**src/rtl/uart_pkg.sv**
```systemverilog
// Shared UART definitions: FSM state encoding, data width and baud-divisor helpers.
package uart_pkg;

    localparam int UART_DATA_WIDTH = 8;

    typedef logic [2:0] uart_state_t;

    localparam uart_state_t IDLE   = 3'd0;
    localparam uart_state_t START  = 3'd1;
    localparam uart_state_t DATA   = 3'd2;
    localparam uart_state_t PARITY = 3'd3;
    localparam uart_state_t STOP   = 3'd4;

    function automatic int symbol_edge_time(input int clock_freq, input int baud_rate);
        return clock_freq / baud_rate;
    endfunction

    // A one-cycle symbol still needs a 1-bit counter.
    function automatic int symbol_cnt_width(input int set);
        return (set > 1) ? $clog2(set) : 1;
    endfunction

endpackage

```
**src/rtl/uart_baud_counter.sv**
```systemverilog
// Symbol timer: counts CLOCK_FREQ/BAUD_RATE cycles while enabled, held at 0 otherwise.
// symbol_edge is high on the last cycle of each symbol; no backpressure.
module uart_baud_counter #(
    parameter int CLOCK_FREQ = 125_000_000,
    parameter int BAUD_RATE  = 115_200
) (
    input  logic clk,
    input  logic rst,
    input  logic enable,
    output logic symbol_edge
);
    import uart_pkg::*;

    localparam int SET = symbol_edge_time(CLOCK_FREQ, BAUD_RATE);
    localparam int CW  = symbol_cnt_width(SET);
    localparam logic [CW-1:0] LAST = CW'(SET - 1);

    logic [CW-1:0] cnt;

    always_ff @(posedge clk or posedge rst) begin
        if (rst) begin
            cnt <= '0;
        end else if (!enable || cnt == LAST) begin
            cnt <= '0;
        end else begin
            cnt <= cnt + CW'(1);
        end
    end

    assign symbol_edge = enable && (cnt == LAST);

endmodule

```
**src/rtl/uart_transmitter.sv**
```systemverilog
// 8N1 UART transmitter (UART_TX_PARITY_EN adds an even-parity symbol); first start-bit cycle follows the fire edge.
// Backpressure: data_in_ready only in IDLE or the last STOP cycle, so frames abut when upstream keeps valid high.
module uart_transmitter #(
    parameter int CLOCK_FREQ = 125_000_000,
    parameter int BAUD_RATE  = 115_200
) (
    input  logic       clk,
    input  logic       rst,
    input  logic [7:0] data_in,
    input  logic       data_in_valid,
    output logic       data_in_ready,
    output logic       serial_out,
    output logic       tx_busy
);
    import uart_pkg::*;

    uart_state_t                state, state_nxt;
    logic [UART_DATA_WIDTH-1:0] shift_q, shift_nxt;
    logic [2:0]                 bit_idx;
    logic                       symbol_edge;
    logic                       fire;
    logic                       serial_nxt;
`ifdef UART_TX_PARITY_EN
    logic                       parity_q, parity_nxt;
`endif

    uart_baud_counter #(
        .CLOCK_FREQ (CLOCK_FREQ),
        .BAUD_RATE  (BAUD_RATE)
    ) u_baud (
        .clk         (clk),
        .rst         (rst),
        .enable      (tx_busy),
        .symbol_edge (symbol_edge)
    );

    assign tx_busy       = (state != IDLE);
    assign data_in_ready = (state == IDLE) || (state == STOP && symbol_edge);
    assign fire          = data_in_valid && data_in_ready;

    always_ff @(posedge clk or posedge rst) begin
        if (rst) begin
            state <= IDLE;
        end else begin
            state <= state_nxt;
        end
    end

    always_comb begin
        state_nxt = state;
        case (state)
            IDLE:   if (fire) state_nxt = START;
            START:  if (symbol_edge) state_nxt = DATA;
            DATA: begin
                if (symbol_edge && bit_idx == 3'd7) begin
`ifdef UART_TX_PARITY_EN
                    state_nxt = PARITY;
`else
                    state_nxt = STOP;
`endif
                end
            end
`ifdef UART_TX_PARITY_EN
            PARITY: if (symbol_edge) state_nxt = STOP;
`endif
            STOP:   if (symbol_edge) state_nxt = fire ? START : IDLE;
            default: state_nxt = IDLE;
        endcase
    end

    always_comb begin
        shift_nxt = shift_q;
        if (fire) begin
            shift_nxt = data_in;
        end else if (state == DATA && symbol_edge) begin
            shift_nxt = shift_q >> 1;
        end
    end

`ifdef UART_TX_PARITY_EN
    assign parity_nxt = fire ? ^data_in : parity_q;
`endif

    // Line level is computed from next state so serial_out can stay a flop without a cycle of lag.
    always_comb begin
        serial_nxt = 1'b1;
        case (state_nxt)
            START:  serial_nxt = 1'b0;
            DATA:   serial_nxt = shift_nxt[0];
`ifdef UART_TX_PARITY_EN
            PARITY: serial_nxt = parity_nxt;
`endif
            default: serial_nxt = 1'b1;
        endcase
    end

    always_ff @(posedge clk or posedge rst) begin
        if (rst) begin
            shift_q    <= '0;
            bit_idx    <= 3'd0;
            serial_out <= 1'b1;
        end else begin
            shift_q    <= shift_nxt;
            serial_out <= serial_nxt;
            if (state == DATA && symbol_edge) begin
                bit_idx <= bit_idx + 3'd1;
            end
        end
    end

`ifdef UART_TX_PARITY_EN
    always_ff @(posedge clk or posedge rst) begin
        if (rst) begin
            parity_q <= 1'b0;
        end else begin
            parity_q <= parity_nxt;
        end
    end
`endif

endmodule

```
**config.mk**
```make
export PLATFORM = sky130hd
export DESIGN_NAME = uart_transmitter
export DESIGN_NICKNAME = d
export VERILOG_FILES = /design/src/rtl/uart_pkg.sv /design/src/rtl/uart_baud_counter.sv /design/src/rtl/uart_transmitter.sv
export SDC_FILE = /design/constraint.sdc
export NUM_CORES = 1
export LEC_CHECK = 0
export ABC_CLOCK_PERIOD_IN_PS = 2300
export CAP_MARGIN = 10
export CORE_MARGIN = 3
export CORE_UTILIZATION = 57
export CTS_BUF_LIST = sky130_fd_sc_hd__clkbuf_8
export DETAILED_ROUTE_END_ITERATION = 8
export HOLD_SLACK_MARGIN = 0.15
export PLACE_DENSITY = 0.8
export SLEW_MARGIN = 10
export SYNTH_ARGS = -nofsm -noshare
export SYNTH_HDL_FRONTEND = slang
export SYNTH_SLANG_ARGS = --single-unit
```
**constraint.sdc**
```tcl
create_clock -name clk -period 2.3 [get_ports clk]
set_input_delay 0.23 -clock clk [delete_from_list [all_inputs] [get_ports clk]]
set_output_delay 0.23 -clock clk [all_outputs]
set_load 0.05 [all_outputs]
```
==> impl_metrics.py, run 1 <==
metrics = {
    "clock_tree": {
        "ctsResizeCount": 0,
        "cts_setup_buffers": 0,
        "hold_buffers": 0,
        "cts_tree": "yes",
        "insertion_delay_ns": 0.27,
        "clockBufferDepth": 2,
        "cts.sinks": 26,
        "cts_max_level": 1,
        "cts_root_buf": "clkbuf_8",
        "cts_made_buffers": 3,
        "clk_pin_slew_ns": 0.08,
    },
    "power": {
        "power_mw": 1.19,
        "p_leak_nw": 0.724,
        "p_per_area_nw_per_um2": 779,
        "max-vdd-ir-drop_uv": 607,
    },
    "global_route": {
        "grtUsageTotal_pct": 21.5,
        "antenna_found_initial": 0,
        "grt_pass1_wl_mm": 4.37,
        "overflow": 0,
        "grt_pass1_vias": 952,
        "grt_start_max_net_pins": 17,
    },
    "critical_path": {
        "crit_path_end_kind": "output pin",
        "worst_ep_required_time_ns": 2.07,
        "crit_chain": "inv_1 -> ha_1 -> and4bb_4 -> a31oi_1 -> nor3_1 -> buf_12",
        "setup.worst_path.class": "flip-flop to output pin",
        "r2r_end": "u_baud.cnt[7]",
        "reg2reg_setup_slack_ns": 0.51,
        "crit_arrival_ns": 1.89,
        "cp_max_fo": 5,
        "cp_slowest_cell": "a31oi_1",
        "r2r-start": "u_baud.cnt[0]",
        "worstSetupStartpointType": "flip-flop",
        "slowest_delay_ns": 0.43,
        "r2r_cells": 6,
    },
    "layout": {
        "layout_common_cells": "25 x dfrtp_1, 13 x nor2_1, 12 x clkdlybuf4s50_1, 10 x and3_1, 8 x xor2_1",
        "num_antenna_cells": 0,
        "layout-drive-gt1-share_pct": 14.2,
        "final_nets": 143,
        "final_cell_area_um2": 1530,
        "area_delta_synth_final_pct": 18.0,
        "layout_commonest_cell": "dfrtp_1",
        "fill_cells": 149,
    },
    "detailed_routing": {
        "drt-initial-drc-count": 23,
        "ant_nets": 0,
        "vias": 924,
        "via_per_inst": 6.00,
        "totalWireLength_mm": 2.49,
        "drc": 0,
        "route.detailed.wl_per_inst_um": 16.2,
        "dr.pass1.iters": 4,
    },
    "synthesis": {
        "syn_inst": 112,
        "yosysWarnings": 0,
        "synth_top_family_by_area": "simple AND/OR/NAND/NOR gates",
        "muxShareOfSynthArea_pct": 3.67,
        "synth_xor_area_share_pct": 6.76,
        "async_flop_share_pct": 100,
        "synth_compound_area_share_pct": 10.7,
        "synth.avg_cell_area_um2": 11.6,
        "ys.flop_type": "dfrtp_1",
        "synth_edf_count": 0,
        "synth_nets": 127,
        "syn_area_um2": 1300,
        "yosys.cell_types.count": 35,
        "synth-seq-area-share_pct": 50.3,
        "synthAdderAreaFrac_pct": 3.86,
        "yosys.area_share.simple_pct": 21.7,
        "ys_seq_elements": 26,
    },
    "floorplan": {
        "num_io_pins": 14,
        "core_area_um2": 2060,
        "initial_core_util_pct": 62.9,
        "die_area_um2": 2880,
        "rows": 16,
        "fp.dieW_um": 53.7,
        "die_y_um": 53.7,
    },
    "timing": {
        "setup_viol": 0,
        "final.setup.worst_slack_ns": 0.183,
        "period_needed_ns": 2.12,
        "rsz0062_at_grt": "no",
        "report.final.slew_viol_count": 0,
        "period_share_pct": 92.0,
        "tightest_slew_ns": 0.594,
        "setup_tns_ns": 0,
        "relSlewSlack_pct": 60.3,
        "skew_ns": 0.00254,
        "fmax_ghz": 0.472,
        "hold_viol_final": 0,
        "whs_ns": 0.322,
    },
    "placement": {
        "dpl_cell_area_um2": 1460,
        "pre_cts_slack_ns": 0.513,
        "numPortBuffers": 13,
        "gp_congestion": 0.753,
        "hpwl_mm": 1.74,
    },
    "flow_run": {
        "cap_violations": 0,
    },
    "hold_path": {
        "min_path_type": "input port to asynchronous set/reset pin",
    },
    "status": {
        "status": "finished clean",
    },
}
[state kept, by name (all words and copies together), names as in the netlist]
register and flops:
state 3, serial_out 1, u_baud.cnt 11, shift_q 8, bit_idx 3
[critical path, delay by kind of cell (launching register included)]
family	cells	cell delay [ns]
AO/OA/AOI/OAI	1	0.43
flip-flops	1	0.39
AND/OR/NAND/NOR	2	0.36
buffers and inverters	2	0.24
adder cells (fa/ha/maj)	1	0.19
[layout make-up]
| class | instances | area [um2] | share of cell area (%) |
|---|---|---|---|
| Sequential cell | 26 | 652 | 42.6 |
| Multi-Input combinational cell | 78 | 606 | 39.6 |
| Timing Repair Buffer | 14 | 148 | 9.66 |
| Clock buffer | 3 | 41.3 | 2.70 |
| Tap cell | 27 | 33.8 | 2.21 |
| Clock inverter | 1 | 30.0 | 1.96 |
| Inverter | 5 | 18.8 | 1.23 |
[logic make-up after synthesis]
family / after synthesis
AOI/OAI and AO/OA: 14
xor gates and xnor gates: 10
adders and majority gates: 4
buffers and inverters: 8
DFF: 26
muxes: 4
and+or+nand+nor: 46
[cells in the mapped netlist (4+ instances only)]
cell	instances	area [um2]
xor2_1	8	70.1
dfrtp_1	25	626
nor2_1	13	48.8
and3_1	10	62.6
nand4_1	5	31.3
nand3_1	4	20.0
ha_1	4	50.1
a221o_1	6	60.1
inv_1	5	18.8
[metal layers]
layer / track usage, % / vias to the layer above / wire (um)
met3: 5.82 / 4 / 112
met1: 27.3 / 462 / 1100
met5: 0 / - / 0
met4: 9.79 / 0 / 39
met2: 34.1 / 29 / 1240
li1: - / 429 / -
[worst max-delay path by stage]
| stage | startpoint | end |
|---|---|---|
| 2_1_floorplan | u_baud.cnt[0] | data_in_ready |
| 3_3_place_gp | u_baud.cnt[0] | data_in_ready |
| 3_5_place_dp | u_baud.cnt[0] | data_in_ready |
| 4_1_cts | u_baud.cnt[0] | data_in_ready |
| 5_1_grt | u_baud.cnt[0] | data_in_ready |
| 6_report | u_baud.cnt[0] | data_in_ready |
[power breakdown]
group          total [mW]  switching, mW  internal (mW)
combinational       0.220          0.107          0.113
clock               0.371          0.138          0.233
sequential          0.601         0.0724          0.528
[stage by stage]
step                      util (%)  cells
final                         74.2    154
after global routing          74.2    154
after CTS                     74.2    154
after detailed placement      70.7    150
after global placement        70.7    150
after floorplan                  -    112
(Power assumes the default switching activity.)
==> run 2, diff against run 1 <==
--- a/config.mk
+++ b/config.mk
@@ -5,14 +5,15 @@
 export SDC_FILE = /design/constraint.sdc
 export NUM_CORES = 1
 export LEC_CHECK = 0
-export ABC_CLOCK_PERIOD_IN_PS = 2300
+export ABC_CLOCK_PERIOD_IN_PS = 1900
 export CAP_MARGIN = 10
 export CORE_MARGIN = 3
-export CORE_UTILIZATION = 57
+export CORE_UTILIZATION = 52
 export CTS_BUF_LIST = sky130_fd_sc_hd__clkbuf_8
+export CTS_CLUSTER_SIZE = 14
 export DETAILED_ROUTE_END_ITERATION = 8
 export HOLD_SLACK_MARGIN = 0.15
-export PLACE_DENSITY = 0.8
+export PLACE_DENSITY = 0.77
 export SLEW_MARGIN = 10
 export SYNTH_ARGS = -nofsm -noshare
 export SYNTH_HDL_FRONTEND = slang
==> constraint.sdc (replaced) <==
create_clock -name clk -period 1.9 [get_ports clk]
set_input_delay 0.19 -clock clk [delete_from_list [all_inputs] [get_ports clk]]
set_output_delay 0.19 -clock clk [all_outputs]
set_load 0.05 [all_outputs]
==> impl_metrics.py, run 2 (synthesized netlist as in run 1, its figures left out) <==
metrics = {
    "status": {
        "status": "finished clean",
    },
    "placement": {
        "gp_congestion": 0.841,
        "hpwl_mm": 1.83,
        "dpl_cell_area_um2": 1480,
        "numPortBuffers": 13,
    },
    "power": {
        "max-vdd-ir-drop_uv": 716,
        "p_leak_nw": 0.729,
        "power_mw": 1.35,
        "p_per_area_nw_per_um2": 874,
    },
    "floorplan": {
        "num_io_pins": 14,
        "die_y_um": 55.9,
        "initial_core_util_pct": 56.4,
        "rows": 17,
        "core_area_um2": 2300,
        "die_area_um2": 3130,
        "fp.dieW_um": 55.9,
    },
    "global_route": {
        "overflow": 0,
        "grt_pass1_vias": 914,
        "grt_pass1_wl_mm": 4.42,
        "grt_start_max_net_pins": 15,
        "antenna_found_initial": 0,
        "grtUsageTotal_pct": 18.2,
    },
    "clock_tree": {
        "cts_max_level": 1,
        "insertion_delay_ns": 0.27,
        "clk_pin_slew_ns": 0.09,
        "cts_tree": "yes",
        "cts_root_buf": "clkbuf_8",
        "cts_setup_buffers": 0,
        "hold_buffers": 0,
        "cts_made_buffers": 3,
        "cts.sinks": 26,
        "clockBufferDepth": 2,
    },
    "detailed_routing": {
        "totalWireLength_mm": 2.56,
        "drt-initial-drc-count": 22,
        "vias": 915,
        "route.detailed.wl_per_inst_um": 16.3,
        "drc": 0,
        "via_per_inst": 5.83,
        "dr.pass1.iters": 4,
        "ant_nets": 0,
    },
    "layout": {
        "final_cell_area_um2": 1550,
        "largest_reg_flops": 11,
        "layout_commonest_cell": "dfrtp_1",
        "final_nets": 145,
        "area_delta_synth_final_pct": 19.3,
        "fin_util_pct": 67.3,
        "layout-drive-gt1-share_pct": 17.8,
        "top_regs": "u_baud.cnt x11, shift_q x8",
        "num_antenna_cells": 0,
        "largest-register": "u_baud.cnt",
        "layout_common_cells": "25 x dfrtp_1, 13 x nor2_1, 11 x clkdlybuf4s50_1, 10 x and3_1, 8 x xor2_1",
    },
    "timing": {
        "skew_ns": 0.00549,
        "period_share_pct": 98.0,
        "setup_viol": 0,
        "period_needed_ns": 1.86,
        "fmax_ghz": 0.537,
        "report.final.slew_viol_count": 0,
        "rsz0062_at_grt": "yes",
        "setup_tns_ns": 0,
        "tightest_slew_ns": 0.488,
        "relSlewSlack_pct": 67.4,
        "hold_viol_final": 0,
    },
    "critical_path": {
        "crit_chain": "inv_1 -> ha_1 -> and4bb_4 -> a31oi_4 -> nor3_4 -> buf_12",
        "worst_ep_required_time_ns": 1.71,
        "crit_arrival_ns": 1.67,
        "setup.worst_path.class": "flip-flop to output pin",
        "slowest_delay_ns": 0.42,
        "cp_max_fo": 5,
        "cp_slowest_cell": "dfrtp_1",
        "worstSetupStartpointType": "flip-flop",
        "crit_path_end_kind": "output pin",
    },
    "hold_path": {
        "min_path_type": "input port to asynchronous set/reset pin",
    },
    "flow_run": {
        "cap_violations": 0,
    },
}
run 2: metal layers:
layer  vias to the layer above  GRT usage [%]  wire length (um)
li1                        435              -                 -
met1                       455           26.6              1250
met2                        21           25.2              1150
met3                         4           3.25               108
met4                         0           10.5                48
met5                         -              0                 0
run 2: final cells by class:
class	count	area, um2
timing repair buffer	16	160
clock buffer	3	41.3
tap	28	35.0
sequential	26	652
clock inverter	1	3.75
inverter	5	18.8
fill	187	751
multi-input combinational	78	636
run 2: timing repair:
action                                  4_1_cts  5_1_grt
pin swaps                                     0        0
endpoints found under the setup margin        1        2
resized for setup                             2        2
hold endpoints to repair                      0        0
run 2: worst paths after layout:
check | cells past startpoint | from | endpoint | slack (ns)
worst max-delay path | 6 | u_baud.cnt[0] | data_in_ready | 0.04
worst min-delay path | 2 | rst | state[2] | 0.24
worst max register to register | 6 | u_baud.cnt[0] | shift_q[1] | 0.09
worst min register to register | 1 | bit_idx[0] | bit_idx[0] | 0.48
max in group asynchronous | 3 | rst | u_baud.cnt[9] | 1.09
min in group clk | 1 | bit_idx[0] | bit_idx[0] | 0.48
run 2: power breakdown:
part	switching, mW	leakage [nW]	total, mW	internal (mW)
logic	0.157	0.372	0.309	0.153
clock network	0.175	0.0269	0.320	0.145
registers	0.0822	0.331	0.722	0.640
total	0.413	0.729	1.35	0.938
run 2: metrics by stage:
| stage | instances | setup WS (ns) | hold slack [ns] |
|---|---|---|---|
| floorplan | 112 | 0.0833 | 0.229 |
| global placement | 153 | 0.195 | 0.460 |
| detailed placement | 153 | 0.126 | 0.469 |
| finish | 157 | 0.0389 | 0.241 |
| global route | 157 | -0.0476 | 0.308 |
| CTS | 157 | 0.000639 | 0.248 |
run 2: worst max-delay path: cells and delay by family (launching register included):
family	cells	cell delay, ns
compound gates	1	0.14
flops	1	0.42
buf+inv	2	0.23
fa+ha+maj	1	0.15
simple gates	2	0.46
==> run 3, diff against run 2 <==
--- a/config.mk
+++ b/config.mk
@@ -8,12 +8,11 @@
 export ABC_CLOCK_PERIOD_IN_PS = 1900
 export CAP_MARGIN = 10
 export CORE_MARGIN = 3
-export CORE_UTILIZATION = 52
+export CORE_UTILIZATION = 30
 export CTS_BUF_LIST = sky130_fd_sc_hd__clkbuf_8
 export CTS_CLUSTER_SIZE = 14
 export DETAILED_ROUTE_END_ITERATION = 8
 export HOLD_SLACK_MARGIN = 0.15
-export PLACE_DENSITY = 0.77
 export SLEW_MARGIN = 10
 export SYNTH_ARGS = -nofsm -noshare
 export SYNTH_HDL_FRONTEND = slang
==> impl_metrics.py, run 3 (synthesized netlist as in run 1, its figures left out) <==
metrics = {
    "clock_tree": {
        "clk_pin_slew_ns": 0.09,
        "cts_max_level": 1,
        "clockBufferDepth": 2,
        "insertion_delay_ns": 0.27,
        "cts.sinks": 26,
        "cts_root_buf": "clkbuf_8",
        "cts_made_buffers": 3,
        "hold_buffers": 0,
        "cts_tree": "yes",
    },
    "detailed_routing": {
        "totalWireLength_mm": 2.36,
        "ant_nets": 0,
        "via_per_inst": 4.96,
        "drt-initial-drc-count": 44,
        "dr.pass1.iters": 4,
        "route.detailed.wl_per_inst_um": 13.1,
        "vias": 892,
        "drc": 0,
    },
    "timing": {
        "period_share_pct": 96.5,
        "relSlewSlack_pct": 67.0,
        "setup_viol": 0,
        "tightest_slew_ns": 0.494,
        "period_needed_ns": 1.83,
        "rsz0062_at_grt": "no",
        "report.final.slew_viol_count": 0,
        "fmax_ghz": 0.546,
        "setup_tns_ns": 0,
        "skew_ns": 0.00625,
        "hold_viol_final": 0,
    },
    "layout": {
        "num_antenna_cells": 0,
        "ff_latch_area_um2": 653,
        "final_nets": 146,
        "area_delta_synth_final_pct": 23.8,
        "largest-register": "u_baud.cnt",
        "multi_input_area_um2": 632,
        "layout_commonest_cell": "dfrtp_1",
        "layout-drive-gt1-share_pct": 19.2,
        "top_regs": "u_baud.cnt x11, shift_q x8",
        "layout_common_cells": "24 x dfrtp_1, 13 x nor2_1, 11 x clkdlybuf4s50_1, 10 x and3_1, 8 x xor2_1",
        "largest_reg_flops": 11,
        "fill_cells": 386,
    },
    "critical_path": {
        "r2r_end": "shift_q[7]",
        "cp_slowest_cell": "dfrtp_1",
        "r2r_cells": 6,
        "crit_path_start": "u_baud.cnt[1]",
        "cp_max_fo": 5,
        "crit_path_end_kind": "output pin",
        "slowest_delay_ns": 0.41,
        "crit_arrival_ns": 1.64,
        "cp-endpoint": "data_in_ready",
        "setup.worst_path.class": "flip-flop to output pin",
        "worst_ep_required_time_ns": 1.71,
        "crit_chain": "inv_1 -> ha_1 -> and4bb_4 -> a31oi_4 -> nor3_4 -> buf_12",
        "reg2reg_setup_slack_ns": 0.12,
        "worstSetupStartpointType": "flip-flop",
        "r2r-start": "u_baud.cnt[1]",
    },
    "power": {
        "p_leak_nw": 0.738,
        "power_mw": 1.48,
        "max-vdd-ir-drop_uv": 274,
        "p_per_area_nw_per_um2": 924,
    },
    "floorplan": {
        "num_io_pins": 14,
        "core_area_um2": 4090,
        "fp.dieW_um": 71.7,
        "initial_core_util_pct": 31.7,
        "rows": 23,
        "die_y_um": 71.7,
        "die_area_um2": 5150,
    },
    "global_route": {
        "grt_pass1_wl_mm": 4.06,
        "grtUsageTotal_pct": 9.92,
        "antenna_found_initial": 0,
        "overflow": 0,
        "grt_start_max_net_pins": 27,
        "grt_pass1_vias": 855,
    },
    "placement": {
        "gp_congestion": 0.829,
        "numPortBuffers": 13,
        "hpwl_mm": 1.71,
    },
    "flow_run": {
        "cap_violations": 0,
    },
    "status": {
        "status": "finished clean",
    },
    "hold_path": {
        "min_path_type": "input port to asynchronous set/reset pin",
    },
}
[run 3: per-stage QoR]
| stage | cells | area, um2 | worst slack (ns) | hold WS [ns] | util, % |
|---|---|---|---|---|---|
| after CTS | 179 | 1600 | 0.0107 | 0.272 | 39.1 |
| after floorplan | 112 | 1300 | 0.0833 | 0.229 | - |
| final | 180 | 1610 | 0.0674 | 0.259 | 39.3 |
| after global placement | 174 | 1500 | 0.203 | 0.464 | 36.6 |
| after global routing | 180 | 1610 | 0.00650 | 0.287 | 39.3 |
| after detailed placement | 174 | 1500 | 0.127 | 0.466 | 36.6 |
[run 3: final cells by class]
type	instances	area share, %
clock buffer	3	2.57
sequential	26	40.7
clock inverter	1	1.87
multi-input combinational	78	39.4
timing repair buffer	17	10.4
inverter	5	1.17
tap	50	3.90
[run 3: worst min-delay path by stage]
stage	from	endpoint	slack [ns]	cells past startpoint
floorplan	rst	bit_idx[0]	0.23	1
global placement	u_baud.cnt[0]	u_baud.cnt[0]	0.46	1
detailed placement	bit_idx[0]	bit_idx[0]	0.47	1
CTS	rst	bit_idx[0]	0.27	3
global route	rst	bit_idx[2]	0.29	3
finish	rst	bit_idx[2]	0.26	3
[run 3: worst max-delay path: cells and delay by family, from the launching register on]
family / cells / cell delay, ns
compound gates: 1 / 0.13
fa+ha+maj: 1 / 0.14
buf+inv: 2 / 0.22
flops: 1 / 0.41
simple gates: 2 / 0.46
[run 3: per-layer routing]
metal	up-vias	share of wire, %	track usage (%)
met2	15	45	14.8
met3	4	2.2	1.26
met1	432	51	14.3
li1	441	-	-
met5	-	0	0
met4	0	1.7	4.38
[run 3: where the power goes]
group	total [mW]	internal, mW	switching, mW
sequential	0.732	0.642	0.0901
clock	0.457	0.282	0.175
combinational	0.294	0.153	0.141
[run 3: timing repair]
action / CTS / global route
resized for setup: 3 / 1
buffers inserted: 1 / 1
setup endpoints to repair: 1 / 1
pin swaps: 1 / 1
